`src/rtl/regfile_wb_scheduler_pkg.sv`:
```
// Shared widths, requester IDs and write-back payload type for the
// register-file write-back scheduler.
package regfile_wb_scheduler_pkg;

    localparam int unsigned DATA_W = 16;
    localparam int unsigned ADDR_W = 3;
    localparam int unsigned NREG   = 8;

    localparam int unsigned WB_ALU = 0;
    localparam int unsigned WB_MEM = 1;

    typedef struct packed {
        logic [ADDR_W-1:0] rd;
        logic [DATA_W-1:0] data;
    } wb_req_t;

endpackage

```
`src/rtl/regfile_wb_scheduler_if.sv`:
```
// Issue, write-back request and register-file write port bundle of the
// write-back scheduler.
interface regfile_wb_scheduler_if;
    import regfile_wb_scheduler_pkg::*;

    logic              issue_valid;
    logic [ADDR_W-1:0] issue_rs1;
    logic [ADDR_W-1:0] issue_rs2;
    logic              issue_use_rs1;
    logic              issue_use_rs2;
    logic              issue_has_rd;
    logic [ADDR_W-1:0] issue_rd;
    logic              issue_stall;

    logic              alu_wb_valid;
    logic [ADDR_W-1:0] alu_wb_rd;
    logic [DATA_W-1:0] alu_wb_data;
    logic              alu_wb_ready;

    logic              mem_wb_valid;
    logic [ADDR_W-1:0] mem_wb_rd;
    logic [DATA_W-1:0] mem_wb_data;
    logic              mem_wb_ready;

    logic              rf_we;
    logic [ADDR_W-1:0] rf_wa;
    logic [DATA_W-1:0] rf_wd;
    logic [NREG-1:0]   busy;
    logic              wb_err;

    modport master (
        output issue_valid, issue_rs1, issue_rs2, issue_use_rs1, issue_use_rs2,
               issue_has_rd, issue_rd,
               alu_wb_valid, alu_wb_rd, alu_wb_data,
               mem_wb_valid, mem_wb_rd, mem_wb_data,
        input  issue_stall, alu_wb_ready, mem_wb_ready,
               rf_we, rf_wa, rf_wd, busy, wb_err
    );

    modport slave (
        input  issue_valid, issue_rs1, issue_rs2, issue_use_rs1, issue_use_rs2,
               issue_has_rd, issue_rd,
               alu_wb_valid, alu_wb_rd, alu_wb_data,
               mem_wb_valid, mem_wb_rd, mem_wb_data,
        output issue_stall, alu_wb_ready, mem_wb_ready,
               rf_we, rf_wa, rf_wd, busy, wb_err
    );

endinterface

```
`src/rtl/regfile_wb_scheduler_rr_arbiter2.sv`:
```
// Two-way round-robin arbiter; a lone requester always wins, contention
// goes to the requester that did not win last.
module rr_arbiter2
    import regfile_wb_scheduler_pkg::*;
(
    input  logic       clk,
    input  logic       rst_n,
    input  logic [1:0] req,
    output logic [1:0] gnt
);

    logic last_q;

    always_comb begin
        gnt         = 2'b00;
        gnt[WB_ALU] = req[WB_ALU] & (~req[WB_MEM] | (last_q == 1'(WB_MEM)));
        gnt[WB_MEM] = req[WB_MEM] & (~req[WB_ALU] | (last_q == 1'(WB_ALU)));
    end

    // Reset favours ALU in the first contention.
    always_ff @(posedge clk or negedge rst_n) begin
        if (!rst_n) begin
            last_q <= 1'(WB_MEM);
        end else if (|gnt) begin
            last_q <= gnt[WB_MEM];
        end
    end

endmodule

```
`src/rtl/regfile_wb_scheduler.sv`:
```
// Write-back scheduler: arbitrates the single register-file write port and
// keeps the outstanding-write scoreboard that stalls RAW/WAW issue.
module regfile_wb_scheduler
    import regfile_wb_scheduler_pkg::*;
(
    input  logic                  clk,
    input  logic                  rst_n,
    regfile_wb_scheduler_if.slave bus
);

    logic [1:0]        req;
    logic [1:0]        gnt;
    logic              xfer_c;
    logic              accept_c;
    logic              err_c;
    wb_req_t           win_c;
    logic [NREG-1:0]   busy_nxt;

    logic              rf_we_q;
    logic [ADDR_W-1:0] rf_wa_q;
    logic [DATA_W-1:0] rf_wd_q;
    logic [NREG-1:0]   busy_q;
    logic              wb_err_q;

    assign req = {bus.mem_wb_valid, bus.alu_wb_valid};

    rr_arbiter2 u_arb (
        .clk   (clk),
        .rst_n (rst_n),
        .req   (req),
        .gnt   (gnt)
    );

    assign bus.alu_wb_ready = gnt[WB_ALU];
    assign bus.mem_wb_ready = gnt[WB_MEM];
    assign xfer_c           = |gnt;

    assign bus.issue_stall = bus.issue_valid &
                             ((bus.issue_use_rs1 & busy_q[bus.issue_rs1]) |
                              (bus.issue_use_rs2 & busy_q[bus.issue_rs2]) |
                              (bus.issue_has_rd  & busy_q[bus.issue_rd]));
    assign accept_c = bus.issue_valid & ~bus.issue_stall;

    // Winner payload, scoreboard next state and error detection.
    always_comb begin
        win_c    = '{rd: bus.alu_wb_rd, data: bus.alu_wb_data};
        busy_nxt = busy_q;
        err_c    = 1'b0;
        if (gnt[WB_MEM]) begin
            win_c = '{rd: bus.mem_wb_rd, data: bus.mem_wb_data};
        end
        // Clear before set so a same-edge reallocation leaves the bit set.
        if (rf_we_q) begin
            busy_nxt[rf_wa_q] = 1'b0;
        end
        if (accept_c && bus.issue_has_rd) begin
            busy_nxt[bus.issue_rd] = 1'b1;
        end
        if (xfer_c && !busy_q[win_c.rd] && !(rf_we_q && (rf_wa_q == win_c.rd))) begin
            err_c = 1'b1;
        end
    end

    always_ff @(posedge clk or negedge rst_n) begin
        if (!rst_n) begin
            rf_we_q  <= 1'b0;
            rf_wa_q  <= '0;
            rf_wd_q  <= '0;
            busy_q   <= '0;
            wb_err_q <= 1'b0;
        end else begin
            rf_we_q <= xfer_c;
            if (xfer_c) begin
                rf_wa_q <= win_c.rd;
                rf_wd_q <= win_c.data;
            end
            busy_q <= busy_nxt;
            if (err_c) begin
                wb_err_q <= 1'b1;
            end
        end
    end

    assign bus.rf_we  = rf_we_q;
    assign bus.rf_wa  = rf_wa_q;
    assign bus.rf_wd  = rf_wd_q;
    assign bus.busy   = busy_q;
    assign bus.wb_err = wb_err_q;

endmodule

```
`src/flat_wrapper.sv`:
```
// flat-port wrapper written by rule: the top's interface ports become plain ports
module regfile_wb_scheduler_flat import regfile_wb_scheduler_pkg::*;
  (clk, rst_n, bus_issue_valid, bus_issue_rs1, bus_issue_rs2, bus_issue_use_rs1, bus_issue_use_rs2, bus_issue_has_rd, bus_issue_rd, bus_alu_wb_valid, bus_alu_wb_rd, bus_alu_wb_data, bus_mem_wb_valid, bus_mem_wb_rd, bus_mem_wb_data, bus_issue_stall, bus_alu_wb_ready, bus_mem_wb_ready, bus_rf_we, bus_rf_wa, bus_rf_wd, bus_busy, bus_wb_err);
  regfile_wb_scheduler_if bus_i ();
  input  logic clk;
  input  logic rst_n;
  input wire logic [$bits(bus_i.issue_valid)-1:0] bus_issue_valid;
  input wire logic [$bits(bus_i.issue_rs1)-1:0] bus_issue_rs1;
  input wire logic [$bits(bus_i.issue_rs2)-1:0] bus_issue_rs2;
  input wire logic [$bits(bus_i.issue_use_rs1)-1:0] bus_issue_use_rs1;
  input wire logic [$bits(bus_i.issue_use_rs2)-1:0] bus_issue_use_rs2;
  input wire logic [$bits(bus_i.issue_has_rd)-1:0] bus_issue_has_rd;
  input wire logic [$bits(bus_i.issue_rd)-1:0] bus_issue_rd;
  input wire logic [$bits(bus_i.alu_wb_valid)-1:0] bus_alu_wb_valid;
  input wire logic [$bits(bus_i.alu_wb_rd)-1:0] bus_alu_wb_rd;
  input wire logic [$bits(bus_i.alu_wb_data)-1:0] bus_alu_wb_data;
  input wire logic [$bits(bus_i.mem_wb_valid)-1:0] bus_mem_wb_valid;
  input wire logic [$bits(bus_i.mem_wb_rd)-1:0] bus_mem_wb_rd;
  input wire logic [$bits(bus_i.mem_wb_data)-1:0] bus_mem_wb_data;
  output wire logic [$bits(bus_i.issue_stall)-1:0] bus_issue_stall;
  output wire logic [$bits(bus_i.alu_wb_ready)-1:0] bus_alu_wb_ready;
  output wire logic [$bits(bus_i.mem_wb_ready)-1:0] bus_mem_wb_ready;
  output wire logic [$bits(bus_i.rf_we)-1:0] bus_rf_we;
  output wire logic [$bits(bus_i.rf_wa)-1:0] bus_rf_wa;
  output wire logic [$bits(bus_i.rf_wd)-1:0] bus_rf_wd;
  output wire logic [$bits(bus_i.busy)-1:0] bus_busy;
  output wire logic [$bits(bus_i.wb_err)-1:0] bus_wb_err;
  assign bus_i.issue_valid = bus_issue_valid;
  assign bus_i.issue_rs1 = bus_issue_rs1;
  assign bus_i.issue_rs2 = bus_issue_rs2;
  assign bus_i.issue_use_rs1 = bus_issue_use_rs1;
  assign bus_i.issue_use_rs2 = bus_issue_use_rs2;
  assign bus_i.issue_has_rd = bus_issue_has_rd;
  assign bus_i.issue_rd = bus_issue_rd;
  assign bus_i.alu_wb_valid = bus_alu_wb_valid;
  assign bus_i.alu_wb_rd = bus_alu_wb_rd;
  assign bus_i.alu_wb_data = bus_alu_wb_data;
  assign bus_i.mem_wb_valid = bus_mem_wb_valid;
  assign bus_i.mem_wb_rd = bus_mem_wb_rd;
  assign bus_i.mem_wb_data = bus_mem_wb_data;
  assign bus_issue_stall = bus_i.issue_stall;
  assign bus_alu_wb_ready = bus_i.alu_wb_ready;
  assign bus_mem_wb_ready = bus_i.mem_wb_ready;
  assign bus_rf_we = bus_i.rf_we;
  assign bus_rf_wa = bus_i.rf_wa;
  assign bus_rf_wd = bus_i.rf_wd;
  assign bus_busy = bus_i.busy;
  assign bus_wb_err = bus_i.wb_err;
  regfile_wb_scheduler u_core (.clk(clk), .rst_n(rst_n), .bus(bus_i));
endmodule
```
`config.mk`:
```
export PLATFORM = sky130hd
export DESIGN_NAME = regfile_wb_scheduler_flat
export DESIGN_NICKNAME = d
export VERILOG_FILES = /design/src/rtl/regfile_wb_scheduler_pkg.sv /design/src/rtl/regfile_wb_scheduler_if.sv /design/src/rtl/regfile_wb_scheduler_rr_arbiter2.sv /design/src/rtl/regfile_wb_scheduler.sv /design/src/flat_wrapper.sv
export SDC_FILE = /design/constraint.sdc
export NUM_CORES = 1
export LEC_CHECK = 0
export BUFFER_PORTS_ARGS = -buffer_cell sky130_fd_sc_hd__buf_2
export CORE_AREA = 3 3 76 60
export CTS_CLUSTER_DIAMETER = 50
export CTS_CLUSTER_SIZE = 20
export DETAILED_ROUTE_END_ITERATION = 10
export DIE_AREA = 0 0 79 63
export PLACE_DENSITY = 0.85
export SYNTH_ARGS = -nofsm -noshare
export SYNTH_HDL_FRONTEND = slang
export SYNTH_HIERARCHICAL = 1
export SYNTH_SLANG_ARGS = --single-unit
```
`constraint.sdc`:
```
create_clock -name clk -period 2.2 [get_ports clk]
set_input_delay 0 -clock clk [delete_from_list [all_inputs] [get_ports clk]]
set_output_delay 0 -clock clk [all_outputs]
set_load 0.01 [all_outputs]
```
==> flow_summary.json, run 1 <==
{
  "p_total_w": 0.00211,
  "synthCells": 167,
  "p_leak_nw": 1.20,
  "synth_area_leaders": "dfrtp_1 42%, mux2i_1 11%, o21ai_0 7.8%",
  "grt_antenna_before_repair": 0,
  "endpoint": "bus_issue_stall",
  "initial_core_util_pct": 43.6,
  "dieArea_sq_mm": 0.00498,
  "r2r_start": "u_core/u_arb/last_q",
  "r2r_slack_ps": 240,
  "r2r-end": "u_core/bus.wb_err",
  "relSlewSlack_pct": 54.6,
  "drive_gt1_share_pct": 40.9,
  "synth_top_cell_by_area": "dfrtp_1",
  "h-tree-depth": 2,
  "rows": 20,
  "worstSetupStartpoint": "u_core/bus.busy[7]",
  "period_share_pct": 92.1,
  "endpoint_kind": "output port",
  "top_usage_layer": "met2",
  "cts_tree": "built",
  "overflow": 0,
  "tightest_slew_ps": 681,
  "skew_ps": 4.96,
  "synth.avg_cell_area_sq_um": 10.3,
  "holdWs_ps": 17.0,
  "yosysSeqAreaShare_pct": 43.6,
  "synth_nets": 222,
  "slew_viol_final": 0,
  "vias": 1716,
  "syn_area_sq_mm": 0.00173,
  "root_buffer": "clkbuf_8",
  "cp_data_required_time_ps": 2200,
  "cts_buffers": 5,
  "drt_pre_antenna_iters": 4,
  "rsz0062_at_grt": "false",
  "core-area_sq_mm": 0.00395,
  "synth_edf_count": 0,
  "dpl_cell_area_sq_mm": 0.00221,
  "wire_per_inst_um": 15.5,
  "ant_nets": 0,
  "clkLatencyLatePin_ps": 270,
  "drt-initial-drc-count": 128,
  "period_needed_ps": 2030,
  "io_pins": 87,
  "ys_ff_latch": 30,
  "setup-violations-final": 0,
  "gr-usage-met3_pct": 4.32,
  "fp.dieW_um": 79,
  "hold_path_class": "in2reg",
  "fmax_ghz": 0.494,
  "use_met2_pct": 36.8,
  "grt_pass1_vias": 1738,
  "cap_violations": 0,
  "grt_pass1_wl_um": 8270,
  "clkTransAtPathRegs_ps": 60,
  "gp_congestion": 0.936,
  "hpwl_um": 3710,
  "status": "complete, no violations",
  "vdd_drop_max_mv": 0.456,
  "antenna_cells": 0,
  "viasPerCell": 5.22,
  "critPathKind": "reg2out",
  "fin_cells": 329,
  "synth_top_area_share_pct": 42.1,
  "worstRegToRegCells": 5,
  "grt_start_max_net_pins": 35,
  "dp.cells": 301,
  "stdcell_area_sq_mm": 0.00252,
  "die-height_um": 63,
  "area_growth_pct": 45.8,
  "synth_cell_types": 33,
  "hold_violations": 0,
  "synth-main-ff-cell": "dfrtp_1",
  "tns_ps": 0,
  "cts.path.max_buffers": 2,
  "postCtsSetupBuffers": 0,
  "powerDensity_mw_per_mm2": 840,
  "cts.sinks": 30,
  "drc": 0,
  "crit_fanout": 9,
  "synth-async-reset-ratio_pct": 100,
  "cp_data_arrival_time_ps": 2030,
  "port_buffers": 86,
  "yosysWarnings": 6,
  "gr-usage-met1_pct": 26.3,
  "grt_usage_pct": 21.4,
  "cp-start-kind": "register",
  "totalWireLength_um": 5090,
  "finalNetCount": 328
}
[flip-flops by register name (all words and copies together) (netlist names)]
register and count:
u_core/bus.rf_wd 16, u_core/bus.rf_wa 3, u_core/bus.wb_err 1, u_core/bus.busy 8, u_core/u_arb/last_q 1, u_core/bus.rf_we 1
[final cells by class]
class,instances,area (sq um)
fill,335,1440
tap,55,68.8
sequential,30,752
timing repair buffer,108,646
multi-input combinational,125,928
inverter,3,11.3
clock buffer,8,110
[logic make-up after synthesis]
group	Yosys count	synth area share (%)
AO/OA/AOI/OAI	45	14.5
AND/OR/NAND/NOR	45	12.4
multiplexers	32	24.9
flip-flops	30	43.6
buffers and inverters	12	3.05
XOR/XNOR	3	1.52
[layer usage]
layer	wire length (um)	up-vias	part of all wire (%)
met5	0	-	0
li1	-	824	-
met2	2590	65	51
met4	136	0	2.7
met3	264	14	5.2
met1	2100	813	41
[report_power, final]
part,internal (W),switching [W]
Sequential,0.000679,0.000171
Clock,0.000316,0.000195
Combinational,0.000382,0.000373
[metrics by stage]
step           worst slack (ps)  util (%)
2_1_floorplan              45.3         -
3_3_place_gp                291      55.8
3_5_place_dp                248      55.8
4_1_cts                     208      63.6
5_1_grt                    50.9      63.6
6_report                    175      63.6
[synthesized netlist by cell type (2+ instances only)]
master and count:
a21oi_1 3, buf_2 3, clkbuf_1 5, dfrtp_1 29
inv_1 3, mux2_2 5, mux2i_1 19, mux2i_4 2
mux4_2 5, nand2_1 21, nand2b_1 5, nand3_1 4
nand4_1 2, nor2_1 6, o21ai_0 27, o21ai_1 4
o22ai_1 3, o31ai_1 4, or4_1 2, xor2_1 2
[worst max-delay path, cell delays in order (launching register included)]
cell,delay [ps]
dfrtp_1,460
mux4_2,490
o22ai_1,160
o22ai_1,240
o21a_1,260
buf_2,130
[worst min path at each step]
| stage | from | endpoint | slack (ps) | cells after the start |
|---|---|---|---|---|
| 6_report | bus_alu_wb_data[9] | u_core/bus.rf_wd[9] | 20 | 3 |
| 3_3_place_gp | rst_n | u_core/bus.rf_wd[10] | 70 | 1 |
| 5_1_grt | bus_alu_wb_data[8] | u_core/bus.rf_wd[8] | 10 | 3 |
| 3_5_place_dp | rst_n | u_core/bus.rf_wd[11] | 70 | 1 |
| 2_1_floorplan | rst_n | u_core/bus.busy[0] | -300 | 0 |
| 4_1_cts | bus_alu_wb_data[8] | u_core/bus.rf_wd[8] | 20 | 3 |
[repair_timing]
item                                   CTS  global route
endpoints found under the hold margin   47             0
hold buffers                            20             0
gates resized for setup                  0             0
[layout by cell type, fill, tap and decap left out]
master         count
a21boi_2           2
a21oi_1            3
a31o_1             1
buf_2             86
buf_4              2
clkbuf_8           8
dfrtp_1           29
dfstp_2            1
dlygate4sd3_1     20
inv_1              3
mux2_2             5
mux2i_1           19
mux2i_4            2
mux4_1             1
mux4_2             5
nand2_1           21
nand2b_1           5
nand3_1            4
nand3b_1           1
nand4_1            2
nand4b_1           1
nor2_1             6
nor2b_1            1
nor3_1             1
o21a_1             1
o21ai_0           27
o21ai_1            4
o22ai_1            3
o31ai_1            4
or2_2              1
or4_1              2
xnor2_1            1
xor2_1             2
Power figures use the tool's default switching activity.
==> run 2, diff against run 1 <==
==> constraint.sdc (replaced) <==
create_clock -name clk -period 2.2 [get_ports clk]
set_input_delay 0 -clock clk [delete_from_list [all_inputs] [get_ports clk]]
set_output_delay 0 -clock clk [all_outputs]
set_load 0.02 [all_outputs]
==> run 2 against run 1 <==
  * Setup slack worse by 9.4 ps
  * Sequential power about the same
  * Clock-buffer cell count down 1
  * Sequential share of layout area up 0.22 points
  * Highest routed layer unchanged
  * Via count down 0.35%
  * Register-to-register slack about the same
  * Total power up 1.6%
  * Non-clock buffer count unchanged
  * Hold slack better by 2.3 ps
  * Final area down 0.75%
  * Flip-flop and latch count unchanged
  * Critical endpoint unchanged
==> flow_summary.json, run 2 (synthesized netlist as in run 1, its figures left out) <==
{
  "fin_cells": 329,
  "cap_violations": 0,
  "skew_ps": 5.42,
  "path_cells": "mux4_2, o22ai_1, o22ai_1, o21a_1, buf_2",
  "cts.path.max_buffers": 2,
  "overflow": 0,
  "period_needed_ps": 2030,
  "gr-usage-met1_pct": 26.9,
  "slew_viol_final": 0,
  "tns_ps": 0,
  "root_buffer": "clkbuf_8",
  "layout_commonest_cell": "buf_2",
  "cp-start-kind": "register",
  "holdPathEnd": "u_core/bus.rf_wd[0]",
  "crit_slowest_cell": "mux4_2",
  "cts_buffers": 5,
  "dpl_cell_area_sq_mm": 0.00221,
  "grt_usage_pct": 21.7,
  "hp-start": "bus_alu_wb_data[0]",
  "dieArea_sq_mm": 0.00498,
  "crit_fanout": 9,
  "cp_data_arrival_time_ps": 2030,
  "dp.cells": 301,
  "area_growth_pct": 44.7,
  "tightest_slew_ps": 716,
  "fmax_ghz": 0.491,
  "io_pins": 87,
  "endpoint_kind": "output port",
  "critPathKind": "reg2out",
  "rsz0062_at_grt": "false",
  "pre_cts_ws_ps": 279,
  "final_cell_mix": "86 x buf_2, 29 x dfrtp_1, 27 x o21ai_0",
  "min_path_cells": 3,
  "hold_violations": 0,
  "relSlewSlack_pct": 52.3,
  "largest_reg_flops": 16,
  "drc": 0,
  "gp_congestion": 0.880,
  "setup-violations-final": 0,
  "status": "complete, no violations",
  "drt_pre_antenna_iters": 6,
  "ant_nets": 0,
  "antenna_cells": 0,
  "cts.sinks": 30,
  "grt_antenna_before_repair": 0,
  "layout_setup_ws_ps": 165,
  "power_frac_seq_pct": 39.5,
  "top_usage_layer": "met2",
  "viasPerCell": 5.20,
  "p_sw_share_pct": 38.8,
  "p_total_w": 0.00215,
  "rows": 20,
  "postCtsSetupBuffers": 0,
  "p_int_w": 0.00131,
  "hpwl_um": 3610,
  "r2r_slack_ps": 240,
  "drive_gt1_share_pct": 40.5,
  "finalNetCount": 328,
  "powerDensity_mw_per_mm2": 860,
  "vias": 1710,
  "vdd_drop_max_mv": 0.421,
  "p_leak_nw": 1.19,
  "grt_pass1_wl_um": 8340,
  "totalWireLength_um": 5150,
  "grt_start_max_net_pins": 37,
  "fp.dieW_um": 79,
  "worstRegToRegCells": 5,
  "wire_per_inst_um": 15.7,
  "cp_data_required_time_ps": 2200,
  "p_switching_w": 0.000834,
  "port_buffers": 86,
  "hold_path_class": "in2reg",
  "grt_pass1_vias": 1750,
  "clkLatencyLatePin_ps": 270,
  "r2r-end": "u_core/bus.wb_err",
  "drt-initial-drc-count": 165,
  "p_clk_share_pct": 20.5,
  "cpPeakStageDelay_ps": 480,
  "clkTransAtPathRegs_ps": 60,
  "r2r_start": "u_core/u_arb/last_q",
  "gr-usage-met3_pct": 3.75,
  "p_comb_share_pct": 40.0,
  "stdcell_area_sq_mm": 0.00250,
  "cts_tree": "built",
  "cpMostUsedCell": "o22ai_1",
  "initial_core_util_pct": 43.6,
  "core-area_sq_mm": 0.00395,
  "period_share_pct": 92.5,
  "h-tree-depth": 2,
  "use_met2_pct": 36.3,
  "die-height_um": 63,
  "n_fill_cell": 340
}
==> run 2: cell types whose count changed in the layout (fill, tap and decap cells not counted) <==
cell | before | now
clkbuf_8 | 8 | 6
clkbuf_1 | 0 | 1
clkinv_2 | 0 | 1
==> run 2: power by group through the flow <==
stage	Sequential [W]	Combinational [W]	Clock (W)
3_5_place_dp	0.000848	0.000816	0
6_report	0.000849	0.000859	0.000440
4_1_cts	0.000843	0.000851	0.000457
5_1_grt	0.000869	0.000933	0.000490
2_1_floorplan	0.000951	0.000394	0
3_3_place_gp	0.000843	0.000799	0
==> run 2: how the worst max path moves through the flow <==
| stage | startpoint | to | slack (ps) |
|---|---|---|---|
| 3_3_place_gp | u_core/u_arb/last_q | u_core/bus.wb_err | 330 |
| 3_5_place_dp | u_core/u_arb/last_q | u_core/bus.wb_err | 280 |
| 2_1_floorplan | u_core/u_arb/last_q | u_core/bus.wb_err | 40 |
| 6_report | u_core/bus.busy[5] | bus_issue_stall | 170 |
| 5_1_grt | u_core/bus.busy[7] | bus_issue_stall | 30 |
| 4_1_cts | u_core/bus.busy[5] | bus_issue_stall | 180 |
==> run 2: critical path: cells and delay by family (launching register included) <==
kind	cells	cell delay, ps
compound gates	3	690
buf+inv	1	150
flops	1	450
mux	1	480
==> run 2: metal layers <==
metal	up-vias	wire length (um)
met4	0	163
met1	803	2120
met5	-	0
met2	69	2660
li1	821	-
met3	17	215
==> run 2: repair_timing <==
| item | CTS | global route |
|---|---|---|
| resized for setup | 0 | 0 |
| hold endpoints to repair | 47 | 0 |
| hold buffers | 20 | 0 |
==> run 2: layout make-up <==
type	instances	area, sq um	share of cell area, %
Clock inverter	1	5.00	0.200
Multi-Input combinational cell	125	928	37.2
Timing Repair Buffer	108	646	25.9
Inverter	3	11.3	0.451
Clock buffer	7	86.3	3.46
Sequential cell	30	752	30.1
Tap cell	55	68.8	2.76
==> run 2: per-stage QoR <==
step	hold slack (ps)	utilization, %
floorplan	-296	-
global placement	67.4	55.8
detailed placement	70.3	55.8
CTS	11.7	63.2
global route	26.8	63.2
finish	19.2	63.2
==> run 3, diff against run 2 <==
--- a/config.mk
+++ b/config.mk
@@ -12,6 +12,8 @@
 export DETAILED_ROUTE_END_ITERATION = 10
 export DIE_AREA = 0 0 79 63
 export PLACE_DENSITY = 0.85
+export SETUP_SLACK_MARGIN = 0.3
+export SKIP_LAST_GASP = 1
 export SYNTH_ARGS = -nofsm -noshare
 export SYNTH_HDL_FRONTEND = slang
 export SYNTH_HIERARCHICAL = 1
==> run 3 against run 2 <==
  * Non-clock buffer count is 5 higher
  * Final area is 3.3% higher
  * Clock power is 26% higher
  * Core utilization is 2.1 points higher
  * Critical path depth stayed put
==> flow_summary.json, run 3 (synthesized netlist as in run 1, its figures left out) <==
{
  "crit_family": "compound AO/OA/AOI/OAI gates",
  "fin_cells": 334,
  "clkLatencyLatePin_ps": 280,
  "rows": 20,
  "crit_slowest_cell": "mux4_2",
  "rsz0062_at_grt": "true",
  "cts.path.max_buffers": 2,
  "drive_gt1_share_pct": 42.3,
  "final_cell_mix": "86 x buf_2, 28 x dfrtp_1, 27 x o21ai_0",
  "gr-usage-met3_pct": 4.32,
  "overflow": 0,
  "seq_area_sq_um": 753,
  "setup-violations-final": 0,
  "drt_pre_antenna_iters": 4,
  "totalWireLength_um": 5280,
  "wire_per_inst_um": 15.8,
  "cpPeakStageDelay_ps": 470,
  "hpwl_um": 3630,
  "worst-path-buf-inv": 1,
  "cts_tree": "built",
  "status": "complete, no violations",
  "h-tree-depth": 2,
  "powerDensity_mw_per_mm2": 895,
  "dp.cells": 302,
  "skew_ps": 8.56,
  "io_pins": 87,
  "die-height_um": 63,
  "layout_commonest_cell": "buf_2",
  "viasPerCell": 5.15,
  "period_share_pct": 85.7,
  "period_needed_ps": 1880,
  "core-area_sq_mm": 0.00395,
  "clkTransAtPathRegs_ps": 70,
  "grt_pass1_wl_um": 8370,
  "vias": 1720,
  "cp_data_arrival_time_ps": 1880,
  "largest_reg_flops": 16,
  "antenna_cells": 0,
  "drt-initial-drc-count": 157,
  "fp.dieW_um": 79,
  "use_met2_pct": 35.6,
  "tns_ps": 0,
  "finalNetCount": 333,
  "hold_path_class": "in2reg",
  "grt_usage_pct": 21.4,
  "tightest_slew_ps": 683,
  "hold_violations": 0,
  "crit_fanout": 6,
  "endpoint_kind": "output port",
  "slew_viol_final": 0,
  "top_usage_layer": "met2",
  "gr-usage-met1_pct": 27.5,
  "port_buffers": 86,
  "p_leak_nw": 1.23,
  "initial_core_util_pct": 43.6,
  "dieArea_sq_mm": 0.00498,
  "critPathKind": "reg2out",
  "cts.sinks": 30,
  "vdd_drop_max_mv": 0.481,
  "area_growth_pct": 49.5,
  "cp_data_required_time_ps": 2200,
  "ant_nets": 0,
  "root_buffer": "clkbuf_8",
  "grt_start_max_net_pins": 35,
  "multi_input_area_sq_um": 946,
  "relSlewSlack_pct": 54.4,
  "fmax_ghz": 0.531,
  "cts_buffers": 5,
  "path_cells": "mux4_2, o22ai_1, o22ai_2, o21a_1, buf_2",
  "n_fill_cell": 342,
  "gp_congestion": 0.834,
  "grt_pass1_vias": 1737,
  "drc": 0,
  "cap_violations": 0,
  "cp-start-kind": "register",
  "grt_antenna_before_repair": 0
}
## run 3: power breakdown
part | switching (W) | internal (W)
clock | 0.000217 | 0.000337
combinational | 0.000488 | 0.000410
sequential | 0.000176 | 0.000680
total | 0.000881 | 0.00143
## run 3: worst paths after layout
path / to / slack (ps) / start / cells past startpoint
max in group asynchronous: u_core/bus.busy[7] / 1350 / rst_n / 2
setup reg to reg: u_core/bus.wb_err / 320 / u_core/u_arb/last_q / 5
setup / recovery: bus_issue_stall / 320 / u_core/bus.busy[7] / 5
min in group asynchronous: u_core/bus.rf_wd[15] / 350 / rst_n / 2
hold / removal: u_core/bus.rf_wd[12] / 10 / bus_alu_wb_data[12] / 3
hold reg to reg: u_core/bus.wb_err / 520 / u_core/bus.wb_err / 1
## run 3: worst register-to-register path, stage by stage (launching register included)
cell	delay, ps
dfstp_2	400
a21boi_4	280
mux2i_4	320
mux4_2	520
mux2i_1	140
a31o_1	160
## run 3: timing repair
item                                   4_1_cts  5_1_grt
endpoints found under the hold margin       47        1
gates resized for setup                      1        2
setup endpoints to repair                    1        2
setup buffers                                2        1
pin swaps                                    1        1
hold buffers                                20        1
## run 3: layout make-up
class	instances	area share, %
well taps	55	2.67
clock inverters	3	1.75
flip-flops and latches	30	29.2
clock buffers	5	2.67
inverters	3	0.437
multi-input cells	125	36.7
repair buffers	113	26.6
## run 3: routing by layer
layer	part of all wire (%)	routed length (um)
met4	1.3	68
met3	6.6	346
met5	0	0
met1	41	2190
met2	51	2680
## run 3: metrics by stage
stage	worst slack (ps)	hold WS (ps)	utilization [%]	cell area (sq um)	power [W]
2_1_floorplan	280	-296	-	1740	0.00135
3_3_place_gp	391	69.0	56.2	2220	0.00165
3_5_place_dp	344	73.4	56.2	2220	0.00168
4_1_cts	307	1.10	64.7	2560	0.00229
5_1_grt	236	2.99	65.2	2580	0.00243
6_report	315	11.1	65.2	2580	0.00231
